===== src/rtl/trace_frame_packer.sv =====
// Packs WORD_W-bit trace words into WORDS-word frames and hands each one to a CDC flag/ack stage.
// Latency: the last word accepted is followed 2 cycles later by frame_flag, when hold is EMPTY and busy=0.
// Backpressure: none upstream; words that do not fit are dropped and counted (saturating).
//
// Ports:
//   clk, rst         capture clock; synchronous active-high reset
//   din/din_valid    trace word input; flush closes a partial frame
//   frame_out/_len   held frame (word 0 in the low bits) and its valid word count
//   frame_flag       one-cycle strobe into the CDC flag input; xfer_busy is the CDC busy output
//   overflow/_cnt    drop strobe and saturating drop counter
module trace_frame_packer #(
  parameter int WORD_W = 16,
  parameter int WORDS  = 8,
  parameter int CNT_W  = 16,
  localparam int LEN_W = $clog2(WORDS + 1)
) (
  input  logic                    clk,
  input  logic                    rst,
  input  logic [WORD_W-1:0]       din,
  input  logic                    din_valid,
  input  logic                    flush,
  output logic [WORD_W*WORDS-1:0] frame_out,
  output logic [LEN_W-1:0]        frame_len,
  output logic                    frame_flag,
  input  logic                    xfer_busy,
  output logic                    overflow,
  output logic [CNT_W-1:0]        overflow_cnt
);

  typedef enum logic [1:0] {EMPTY, ARMED, SENT, WAIT} hold_e;

  hold_e                    state_q;
  logic [WORD_W-1:0]        asm_q [WORDS];
  logic [WORD_W-1:0]        asm_d [WORDS];
  logic [LEN_W-1:0]         asm_cnt_q, asm_cnt_d;
  logic                     flush_pend_q, flush_pend_d;
  logic [WORD_W*WORDS-1:0]  frame_q, frame_d;
  logic [LEN_W-1:0]         frame_len_q;
  logic                     frame_flag_q;
  logic                     overflow_q;
  logic [CNT_W-1:0]         overflow_cnt_q;

  logic             full;
  logic             move;
  logic             accept;
  logic             drop;
  logic [LEN_W-1:0] wr_idx;

  always_comb begin
    full   = (asm_cnt_q == LEN_W'(WORDS));
    move   = (full | flush_pend_q) & (state_q == EMPTY);
    // A full assembly can still take a word in the cycle it empties into hold.
    accept = din_valid & (~full | move);
    drop   = din_valid & ~accept;
    wr_idx = move ? '0 : asm_cnt_q;

    asm_d = asm_q;
    for (int i = 0; i < WORDS; i++) begin
      if (accept && (wr_idx == LEN_W'(i))) asm_d[i] = din;
    end
    asm_cnt_d = wr_idx + LEN_W'(accept);

    // On a move the old contents leave; a flush then only sticks if it brought a word of its own.
    if (move) flush_pend_d = flush & accept;
    else      flush_pend_d = flush_pend_q | (flush & ((asm_cnt_q != '0) | accept));

    // Slots at or beyond the count may hold stale words from an earlier frame; mask them.
    frame_d = '0;
    for (int i = 0; i < WORDS; i++) begin
      if (LEN_W'(i) < asm_cnt_q) frame_d[i*WORD_W +: WORD_W] = asm_q[i];
    end
  end

  always_ff @(posedge clk) begin
    if (rst) begin
      state_q        <= EMPTY;
      for (int i = 0; i < WORDS; i++) asm_q[i] <= '0;
      asm_cnt_q      <= '0;
      flush_pend_q   <= 1'b0;
      frame_q        <= '0;
      frame_len_q    <= '0;
      frame_flag_q   <= 1'b0;
      overflow_q     <= 1'b0;
      overflow_cnt_q <= '0;
    end else begin
      asm_q        <= asm_d;
      asm_cnt_q    <= asm_cnt_d;
      flush_pend_q <= flush_pend_d;
      overflow_q   <= drop;
      if (drop && (overflow_cnt_q != '1)) overflow_cnt_q <= overflow_cnt_q + 1'b1;
      frame_flag_q <= 1'b0;

      case (state_q)
        EMPTY: if (move) begin
          frame_q     <= frame_d;
          frame_len_q <= asm_cnt_q;
          state_q     <= ARMED;
        end
        ARMED: if (!xfer_busy) begin
          frame_flag_q <= 1'b1;
          state_q      <= SENT;
        end
        SENT:  if (xfer_busy)  state_q <= WAIT;
        WAIT:  if (!xfer_busy) state_q <= EMPTY;
        default: state_q <= EMPTY;
      endcase
    end
  end

  assign frame_out    = frame_q;
  assign frame_len    = frame_len_q;
  assign frame_flag   = frame_flag_q;
  assign overflow     = overflow_q;
  assign overflow_cnt = overflow_cnt_q;

endmodule


===== config.mk =====
export PLATFORM = sky130hd
export DESIGN_NAME = trace_frame_packer
export DESIGN_NICKNAME = d
export VERILOG_FILES = /design/src/rtl/trace_frame_packer.sv
export SDC_FILE = /design/constraint.sdc
export NUM_CORES = 1
export LEC_CHECK = 0
export ABC_AREA = 1
export CELL_PAD_IN_SITES_DETAIL_PLACEMENT = 1
export CELL_PAD_IN_SITES_GLOBAL_PLACEMENT = 1
export CORE_MARGIN = 2
export CORE_UTILIZATION = 42
export DETAILED_ROUTE_END_ITERATION = 10
export PLACE_DENSITY = 0.82
export SETUP_SLACK_MARGIN = 0.4
export SLEW_MARGIN = 20
export SYNTH_ARGS = -nofsm -noshare
export SYNTH_HDL_FRONTEND = slang
export SYNTH_SLANG_ARGS = --single-unit

===== constraint.sdc =====
create_clock -name clk -period 6.3 [get_ports clk]
set_clock_uncertainty 0.15 [all_clocks]
set_input_delay 1.26 -clock clk [delete_from_list [all_inputs] [get_ports clk]]
set_output_delay 1.26 -clock clk [all_outputs]
set_load 0.02 [all_outputs]

# Yosys cells after proc, flatten, opt, wreduce, memory -nomap -nowiden

Cells that the tools add are included.

Output and inout port bits: 150
Memory bits (read-only): 0
Word-level logic and storage cells: 85
Bits in latches: 0
Memories kept: 0
Register bits after elaboration: 285
Bits in writable memories: 0

Bitwise gates (word level): 12
Mux-type cells: 16
Reduce and logical (&&, ||, !) cells: 15
$mul: 0
$lt $le $gt $ge: 8
Divide/modulo/power cells: 0
Shift-type cells: 0
Add/subtract/negate cells: 2
Eq/ne operators: 16

Operators with widths:

| cell                                                                   | count |
|---|---|
| 16-bit two-way mux                                                     | 8 |
| 16-bit by 1-bit adder with 16-bit output (second input constant)       | 1 |
| 4-bit by 3-bit equality test with 1-bit output (second input constant) | 4 |
| 3-bit by 4-bit < comparator with 1-bit output (first input constant)   | 4 |
| 16-bit inequality test (second input constant)                         | 1 |
| 1-bit logical AND                                                      | 9 |
| 4-bit by 2-bit equality test with 1-bit output (second input constant) | 2 |
| 1-bit by 4-bit < comparator with 1-bit output (first input constant)   | 2 |
| 2-bit by 4-bit < comparator with 1-bit output (first input constant)   | 2 |
| 2-bit two-way mux                                                      | 4 |
| 2-bit inequality test (second input constant)                          | 4 |
| 2-bit one-hot mux with 4 select lines                                  | 1 |
| 1-bit AND                                                              | 5 |
| 4-bit by 1-bit adder with 4-bit output                                 | 1 |
| 2-bit equality test (second input constant)                            | 2 |
| 4-bit by 1-bit equality test with 1-bit output (second input constant) | 1 |
| 4-bit equality test (second input constant)                            | 1 |
| 4-bit logical NOT                                                      | 1 |
| 4-bit two-way mux                                                      | 1 |
| 1-bit bitwise OR                                                       | 4 |
| 4-bit AND reduction                                                    | 1 |
| 4-bit nonzero test                                                     | 1 |
| 1-bit inverter                                                         | 3 |
| 2-bit by 1-bit equality test with 1-bit output (second input constant) | 1 |
| other kinds (4)                                                        | 5 |

# Depth between registers and ports, before layout

Depth after elaboration: 9
Gate-level depth with buffers: 14

# Worst setup path before layout

No wires, ideal clock.

Path kind: input-to-reg
Start point: input port din_valid
End point: register asm_cnt_q[2]
Slack: 3708 ps
Stages: 9
Arrival time: 2372 ps
Data required time: 6080 ps
Buffers on the path: 2
Setup time: 70 ps
Path through: nand2_1 -> inv_2 -> buf_4 -> buf_2 -> ha_1 -> ha_1 -> inv_1 -> o21ai_0 -> a21oi_1

Cells in the longest elaborated chain, start to end: 2

RTL lines:

| element                                | line | RTL |
|---|---|---|
| from (decl)                            | 20   | `input logic din_valid,` |
| 1-bit AND                              | 53   | `accept = din_valid & (~full \| move);` |
| 4-bit by 1-bit adder with 4-bit output | 61   | `asm_cnt_d = wr_idx + LEN_W'(accept);` |
| to (signal assigned)                   | 87   | `asm_cnt_q <= asm_cnt_d;` |
| to (decl)                              | 35   | `logic [LEN_W-1:0] asm_cnt_q, asm_cnt_d;` |

Every way passes these cells.
A chain may end at the register's enable or synchronous reset.

# Worst setup path after layout

Start point: register state_q[0]
End point: register frame_len_q[0], in the netlist frame_len[0]

Cells in the longest elaborated chain, start to end: 3

RTL lines:

| element                                | line   | RTL |
|---|---|---|
| from (decl)                            | 32     | `hold_e state_q;` |
| from (signal assigned)                 | 76     | `state_q <= EMPTY;` |
| from (signal assigned)                 | 97     | `state_q <= ARMED;` |
| from (signal assigned)                 | 101    | `state_q <= SENT;` |
| 2-bit logical NOT *                    | 51, 93 |  |
| 1-bit AND                              | 51     | `move = (full \| flush_pend_q) & (state_q == EMPTY);` |
| 2-bit AND reduction (no source line) * | n/a    |  |
| to (signal assigned)                   | 96     | `frame_len_q <= asm_cnt_q;` |
| to (decl)                              | 38     | `logic [LEN_W-1:0] frame_len_q;` |

Every way passes the cells marked *; elsewhere a longest branch is shown, timed or not.

==> key figures <==
GRT
  – Largest net degree at the start of global routing: 87
  – First-pass GRT wire length: 58100 um
  – Grt ovf: 0
  – Vias in the first global route: 11200
  – Antenna violations before repair: 0
  – Gr usage total: 0.252

Logic synthesis
  – EDFF count, synth: 0
  – Post-synthesis instance total: 1608
  – Syn Std Cell Area: 11500 sq um
  – Area contributors post-synth: dfxtp_1, nand2_1, a21oi_1, nor2_1, nand3_1
  – Mean Syn Cell Area: 7.15 sq um
  – Top cells by count, synth: nand2_1, dfxtp_1, nor2_1
  – Asr flop ratio synth: 0
  – Ys Warns: 0
  – Synth top area share: 0.496
  – Total nets after synthesis: 1637
  – Fraction of the yosys area taken by sequential cells: 0.496
  – Most frequent cell after synthesis: nand2_1
  – Main synth FF type: dfxtp_1
  – Distinct cells, synth: 30
  – Synth Register Bits: 285
  – Post-synth top area cell: dfxtp_1

Run status
  – Status: completed

Layout
  – Core Util, Final: 0.532
  – Final Non-Filler Cells: 2081
  – Layout cells sized above 1: 0.0494
  – Antenna diodes: 0
  – Area grow syn2layout: 24.7%
  – NumNets Final: 1746
  – Final instance area: 14300 sq um

STA
  – Post-route minimum period: 3.51 ns
  – RSZ-0062 raised after global routing: no
  – Setup TNS Final: 0 ns
  – Slew @ Worst Pin: 0.953 ns
  – Endpoints failing hold: 0
  – Worst slew margin: 0.364
  – Period utilization: 0.557
  – Highest clock frequency the design can meet: 0.285 GHz
  – Final WS setup: 2.79 ns
  – Setup violations, final: 0
  – Final slew viol count: 0
  – Worst hold slack: 0.314 ns

Floorplanning
  – Standard-cell rows: 60
  – I/O pin count: 171
  – Overall die height: 169 um
  – Die outline width: 169 um
  – DIE AREA: 28700 sq um
  – Core area: 27000 sq um
  – Starting Density: 0.427

Setup path
  – Nature of the critical path startpoint: flip-flop
  – Crit Path Class: flip-flop to flip-flop
  – Worst Path Required: 6.56 ns
  – Crit Path Max Fanout: 69
  – Setup crit end kind: flip-flop
  – Crit path arrival time: 3.77 ns

Clock tree
  – Clk Latency, worst-skew pair: 0.55 ns
  – TritonCTS clock tree: done
  – CTS sink count: 285
  – Hold-fix buffers, CTS: 0
  – Total CTS buffers: 30
  – Root buffer cell: clkbuf_16
  – Clk slew on worst S/H paths: 0.07 ns
  – Post-CTS setup buffers: 0
  – Longest Clk Path Bufs: 3
  – Clock H-tree levels: 1
  – Post-CTS sizing: 0

Drt
  – Antenna viol nets, final: 0
  – DRT Pass-1 Iters: 5
  – WL per Instance: 17.6 um
  – WL final: 36700 um
  – Vias: 11000
  – Via density: 5.27
  – DRC marker count from the first detailed-route iteration: 683
  – Residual DRC count: 0

Placed design
  – DP Wirelength: 23500 um
  – PortBufs: 170
  – Pre-CTS setup slack: 2.18 ns
  – Placement Cell Area: 13300 sq um
  – Gpl congestion: 0.810
  – Inst Count DP: 2026

Min path
  – Hold WC Path Type: flip-flop to flip-flop

Pwr
  – Tot Pwr: 4.24 mW
  – Worst VDD drop: 0.000199 V
  – PwrDens: 296 nW/um^2
  – Leak pwr: 5.61 nW

Flow run
  – Max_cap viols: 0
layout make-up:
cell class | count | area [sq um]
clock buffers | 42 | 897
clock inverters | 13 | 170
fillers | 3383 | 12600
inverters | 156 | 588
multi-input cells | 1064 | 4780
flip-flops and latches | 285 | 5710
well taps | 341 | 427
repair buffers | 180 | 1770
path summary, 6_finish.rpt:
path | from | endpoint | slack, ns | cells past startpoint
max | state_q[0] | frame_len[0] | 2.79 | 7
min | asm_q[118] | asm_q[118] | 0.31 | 2
min reg2reg | asm_q[118] | asm_q[118] | 0.31 | 2
max reg2reg | state_q[0] | frame_len[0] | 2.79 | 7
critical path: stages, from the launching register on:
cell and delay, ns:
dfxtp_1 0.39, inv_1 0.11, ha_1 0.37, nand2_4 0.55, clkinv_2 0.78, buf_4 0.63, o21ai_0 0.31, a21oi_1 0.07
registers in the layout, summed over array words and instances (netlist names):
signal,count
asm_cnt_q,4
frame_len,4
state_q,2
frame_flag,1
flush_pend_q,1
overflow,1
frame_out,128
asm_q,128
overflow_cnt,16
per-layer routing:
metal / global-route usage / vias to the layer above / routed length [um]
met5: 0 / - / 0
met4: 0.0721 / 0 / 985
met3: 0.0357 / 68 / 1430
met2: 0.450 / 242 / 18100
met1: 0.317 / 5343 / 16200
li1: - / 5309 / -
where the power goes:
group	leakage, nW	internal [mW]	total, mW	switching (mW)
clock	0.527	1.15	1.90	0.746
sequential	2.30	1.85	1.89	0.0356
combinational	2.78	0.107	0.461	0.353
total	5.61	3.11	4.24	1.13
cell families (layout without fill, tap and decap cells):
family | after synthesis | count (layout) | share of synthesized area
buffers and inverters | 259 | 391 | 0.0904
DFF | 285 | 285 | 0.496
xor gates and xnor gates | 6 | 6 | 0.00457
AOI/OAI and AO/OA | 219 | 219 | 0.0990
adders and majority gates | 8 | 8 | 0.00870
and+or+nand+nor | 831 | 831 | 0.301
cells in the final DEF (no fill, tap or decap), types with 6 or more instances in the layout:
cell and count:
xor2_1 6, clkbuf_8 8, nor2_1 213, a21oi_1 180, clkdlybuf4s50_1 169, dfxtp_1 285, clkbuf_16 31, buf_4 11
nand3_1 154, clkinv_2 9, o21ai_0 29, inv_1 149, ha_1 8, nand4_1 39, nand2_1 406
Note: power is estimated with default switching activity, not from simulation.
==> patch 1: new RTL, config.mk and constraints unchanged <==
One comparison of `asm_cnt_q` changes from == to >=.
--- a/src/rtl/trace_frame_packer.sv
+++ b/src/rtl/trace_frame_packer.sv
@@ -47,7 +47,7 @@
   logic [LEN_W-1:0] wr_idx;
 
   always_comb begin
-    full   = (asm_cnt_q == LEN_W'(WORDS));
+    full   = (asm_cnt_q >= LEN_W'(WORDS));
     move   = (full | flush_pend_q) & (state_q == EMPTY);
     // A full assembly can still take a word in the cycle it empties into hold.
     accept = din_valid & (~full | move);
Behaviour: no difference found for any inputs over 4 cycles, from zero or initial values and one cycle with rst high; that may be too few to reach the edited logic, so the function may still have changed.
==> patch 1 against the original RTL <==
Power fell by 2.9%; sequential share of layout area rose by 1.9 points; final area fell by 4.4%; routed wire length fell by 7.4%; area after synthesis fell by 4.9%; utilization fell by 0.18 points; worst setup slack got worse by 0.10 ns; sequential cell count did not move.
==> patch 1: results (changes against the original RTL) <==
DRT iter0 DRCs: 708 (+3.7%)
Post-synth net total: 1,475 (-9.9%)
Outcome: completed
Most instantiated cells after synthesis: 285 x dfxtp_1, 276 x nand2_1, 226 x nor2_1, 199 x nand3_1, 98 x inv_1
Synth Area in Adders: 0.009152 (+0.0004481)
Static Leak: 5.495 nW (-2.1%)
Sequential area share after synthesis: 0.5217 (+0.02554)
CP delay by family, top: simple AND/OR/NAND/NOR gates
Htree depth: 1 (unchanged)
Max IR drop VDD: 0.0002054 V (+3.2%)
Max Cap Violations: 0 (unchanged)
Rel. slew slack: 0.3416 (-0.02285)
Crit-path max cell delay: 0.79 ns
Pint: 2.968 mW (-4.5%)
Combinational Power Share: 0.125 (+0.016)
WL final: 33,950 um (-7.4%)
Root Buffer: clkbuf_16
Layout fillers: 3,164 (-6.5%)
Clk slew on worst S/H paths: 0.06 ns
Average via count per standard cell: 5.263 (about the same)
Ys Warns: 0 (unchanged)
Total GRT Usage: 0.2469 (-0.004835)
Drc violations: 0 (unchanged)
Placed insts: 1,868 (-7.8%)
RD Place Congestion: 0.8055 (-0.58%)
Ys async rst share: 0 (unchanged)
DP Worst Slack: 2.458 ns (+0.2826 ns)
CTS buffer count: 30 (unchanged)
Largest cells by area after synthesis: dfxtp_1 52%, nand2_1 9.5%, nand3_1 9.1%, nor2_1 7.8%, o21ai_0 4.4%
ANT cells: 0 (unchanged)
Vias in the first global route: 10,197 (-8.8%)
Pin count of the biggest net entering global routing: 102 (+17%)
Global-route wire length before repair: 53,450 um (-8.0%)
Number of iterations in the first detailed-routing pass: 8 (+3)
Fin nets: 1,595 (-8.6%)
Initial antenna violation count: 0 (unchanged)
Mux cell area share after synthesis: 0 (unchanged)
Crit-path max FO: 78 (+13%)
Synth cell types: 31 (+3.3%)
Post-CTS setup buffers: 0 (unchanged)
Share of layout cells above drive strength 1: 0.05170 (+0.002277)
CTS Buffer Depth: 3 (unchanged)
Dpl hpwl: 21,270 um (-9.7%)
Per-cell routed wire length: 17.67 um (+0.29%)
Post-synthesis xor/xnor area fraction: 0.004805 (+0.0002353)
Critical Path AT: 3.92 ns (+0.15 ns)
Slowest-stage cell, CP: o21ai_4
Clock latency at the later pin of the worst-skew pair: 0.56 ns
Cells after Synth: 1,446 (-10%)
Post-synthesis compound-gate area fraction: 0.08306 (-0.01595)
P_clk: 1.71 mW (-10%)
==> patch 1: changes by cell type in the layout (fill, tap and decap cells not counted), sizes merged, moves of 2 or more <==
cell,before,now
nand2,410,281
inv,154,102
nand3,159,201
xor2,6,4
bufinv,4,1
a21oi,180,56
o21ai,32,118
and2,2,0
a211oi,4,0
nor3,3,36
xnor2,0,2
clkinvlp,2,0
nor2,217,236
nand4,39,22
==> patch 1: area by class of cell <==
class,instances,area [um2],share of cell area
well taps,335,419.2,0.03058
multi-input cells,968,4471,0.3262
flip-flops and latches,285,5705,0.4162
inverters,102,387.9,0.02830
clock inverters,9,87.58,0.006390
repair buffers,179,1777,0.1296
clock buffers,43,859.6,0.06271
==> patch 1: metal layers <==
| layer | vias up | global-route usage | part of all wire |
|---|---|---|---|
| li1 | 4918 | - | - |
| met1 | 4886 | 0.3164 | 0.43 |
| met2 | 246 | 0.4250 | 0.48 |
| met3 | 61 | 0.03871 | 0.059 |
| met4 | 0 | 0.08268 | 0.029 |
| met5 | - | 0 | 0 |
==> patch 1: worst paths after layout <==
check	end	slack, ns	startpoint	depth (start not counted)
worst max-delay path	overflow_cnt[13]$_SDFFE_PP0P_	2.69	asm_cnt_q[3]$_SDFF_PP0_	7
worst min-delay path	frame_out[10]$_SDFFE_PP0P_	0.31	asm_q[122]$_SDFFE_PP0P_	2
worst max register to register	overflow_cnt[13]$_SDFFE_PP0P_	2.69	asm_cnt_q[3]$_SDFF_PP0_	7
worst min register to register	frame_out[10]$_SDFFE_PP0P_	0.31	asm_q[122]$_SDFFE_PP0P_	2
==> patch 1: per-stage QoR <==
step | area (um2) | power, mW
floorplan | 10940 | 2.274
global placement | 12720 | 2.422
detailed placement | 12720 | 2.436
CTS | 13670 | 4.142
global route | 13710 | 4.291
finish | 13710 | 4.119
==> patch 2: new RTL, config.mk and constraints unchanged <==
Made on the original files. The parameter `CNT_W` goes from 16 to 20.
--- a/src/rtl/trace_frame_packer.sv
+++ b/src/rtl/trace_frame_packer.sv
@@ -11,7 +11,7 @@
 module trace_frame_packer #(
   parameter int WORD_W = 16,
   parameter int WORDS  = 8,
-  parameter int CNT_W  = 16,
+  parameter int CNT_W  = 20,
   localparam int LEN_W = $clog2(WORDS + 1)
 ) (
   input  logic                    clk,
Ports: changed (resized overflow_cnt); port bits go from 171 to 175. The function was not compared with the original's and may differ.
==> patch 2 against the original RTL <==
The flow now finishes with violations (design-rule violations); power down 4.5%; worst setup slack worse by 0.52 ns; worst hold slack got worse by 0.00082 ns; area after synthesis down 2.7%; final area is 3.5% lower; routed wire length shrank 3.2%; sequential cell count is 4 higher; synthesized cell count is 9.9% lower; via count down 4.7%; critical path type unchanged; largest power group is now sequential cells; highest routed layer unchanged.
==> patch 2: results (changes against the original RTL) <==
Global-route wire length before repair: 56,300 um (-3.1%)
Static Leak: 4.422 nW (-21%)
Mux cell area share after synthesis: 0 (unchanged)
Cells after Synth: 1,449 (-9.9%)
Drc violations: 10 (+10)
Per-cell routed wire length: 18.78 um (+6.6%)
Number of iterations in the first detailed-routing pass: 8 (+3)
Most instantiated cells after synthesis: 344 x nand2_1, 289 x dfxtp_1, 267 x a21oi_1, 186 x nand3_1, 68 x nor2_1
Vias in the first global route: 10,656 (-4.7%)
Sw power: 1.080 mW (-4.9%)
Total power: 4.052 mW (-4.5%)
Failing checks: design-rule violations
GR Util met2: 0.4166 (-0.03295)
Post-route non-filler standard cell count: 1,890 (-9.2%)
Max IR drop VDD: 0.0001816 V (-8.7%)
Sequential area share after synthesis: 0.5172 (+0.02103)
Placed insts: 1,837 (-9.3%)
Critical Path AT: 4.31 ns (+0.54 ns)
Synth cell types: 30 (unchanged)
Total GRT Usage: 0.2465 (-0.005283)
Dpl hpwl: 21,790 um (-7.5%)
CP delay by family, top: simple AND/OR/NAND/NOR gates
Met1 Use GR: 0.3204 (+0.003828)
DRT iter0 DRCs: 750 (+9.8%)
Metal3 WL: 2081 um (+45%)
Via Count: 10,448 (-4.7%)
Crit-path max cell delay: 0.86 ns (+0.08 ns)
Post-synthesis compound-gate area fraction: 0.1392 (+0.04024)
Met2 WL post-DR: 16,620 um (-8.1%)
Wl on met1: 15,730 um (-2.8%)
Met3 Usage GRT: 0.04207 (+0.006389)
Crit-path max FO: 51 (-26%)
DP Worst Slack: 2.327 ns (+0.1521 ns)
RD Place Congestion: 0.8078 (-0.30%)
Outcome: finished, violations left
Flop pwr share: 0.469 (+0.025)
Slowest-stage cell, CP: nand2_2
Comb. pwr: 409 uW (-11%)
Largest cells by area after synthesis: dfxtp_1 52%, a21oi_1 12%, nand2_1 12%, nand3_1 8.3%, nand4_1 3.6%
Port buffer count: 174 (+2.4%)
Placed Area: 12,880 um2 (-2.8%)
-- patch 2: final timing paths --
| path | from | to | slack (ns) | cells past startpoint |
|---|---|---|---|---|
| worst max-delay path | asm_cnt_q[3]$_SDFF_PP0_ | asm_q[105]$_SDFFE_PP0P_ | 2.27 | 9 |
| worst max register to register | asm_cnt_q[3]$_SDFF_PP0_ | asm_q[105]$_SDFFE_PP0P_ | 2.27 | 9 |
| worst min register to register | asm_q[14]$_SDFFE_PP0P_ | asm_q[14]$_SDFFE_PP0P_ | 0.31 | 2 |
| worst min-delay path | asm_q[14]$_SDFFE_PP0P_ | asm_q[14]$_SDFFE_PP0P_ | 0.31 | 2 |
-- patch 2: layout make-up --
type / count / area [um2]
tap: 335 / 419.2
clock inverter: 9 / 108.9
multi-input combinational: 998 / 4743
timing repair buffer: 184 / 1818
sequential: 289 / 5786
clock buffer: 44 / 853.3
fill: 3172 / 12290
inverter: 31 / 118.9
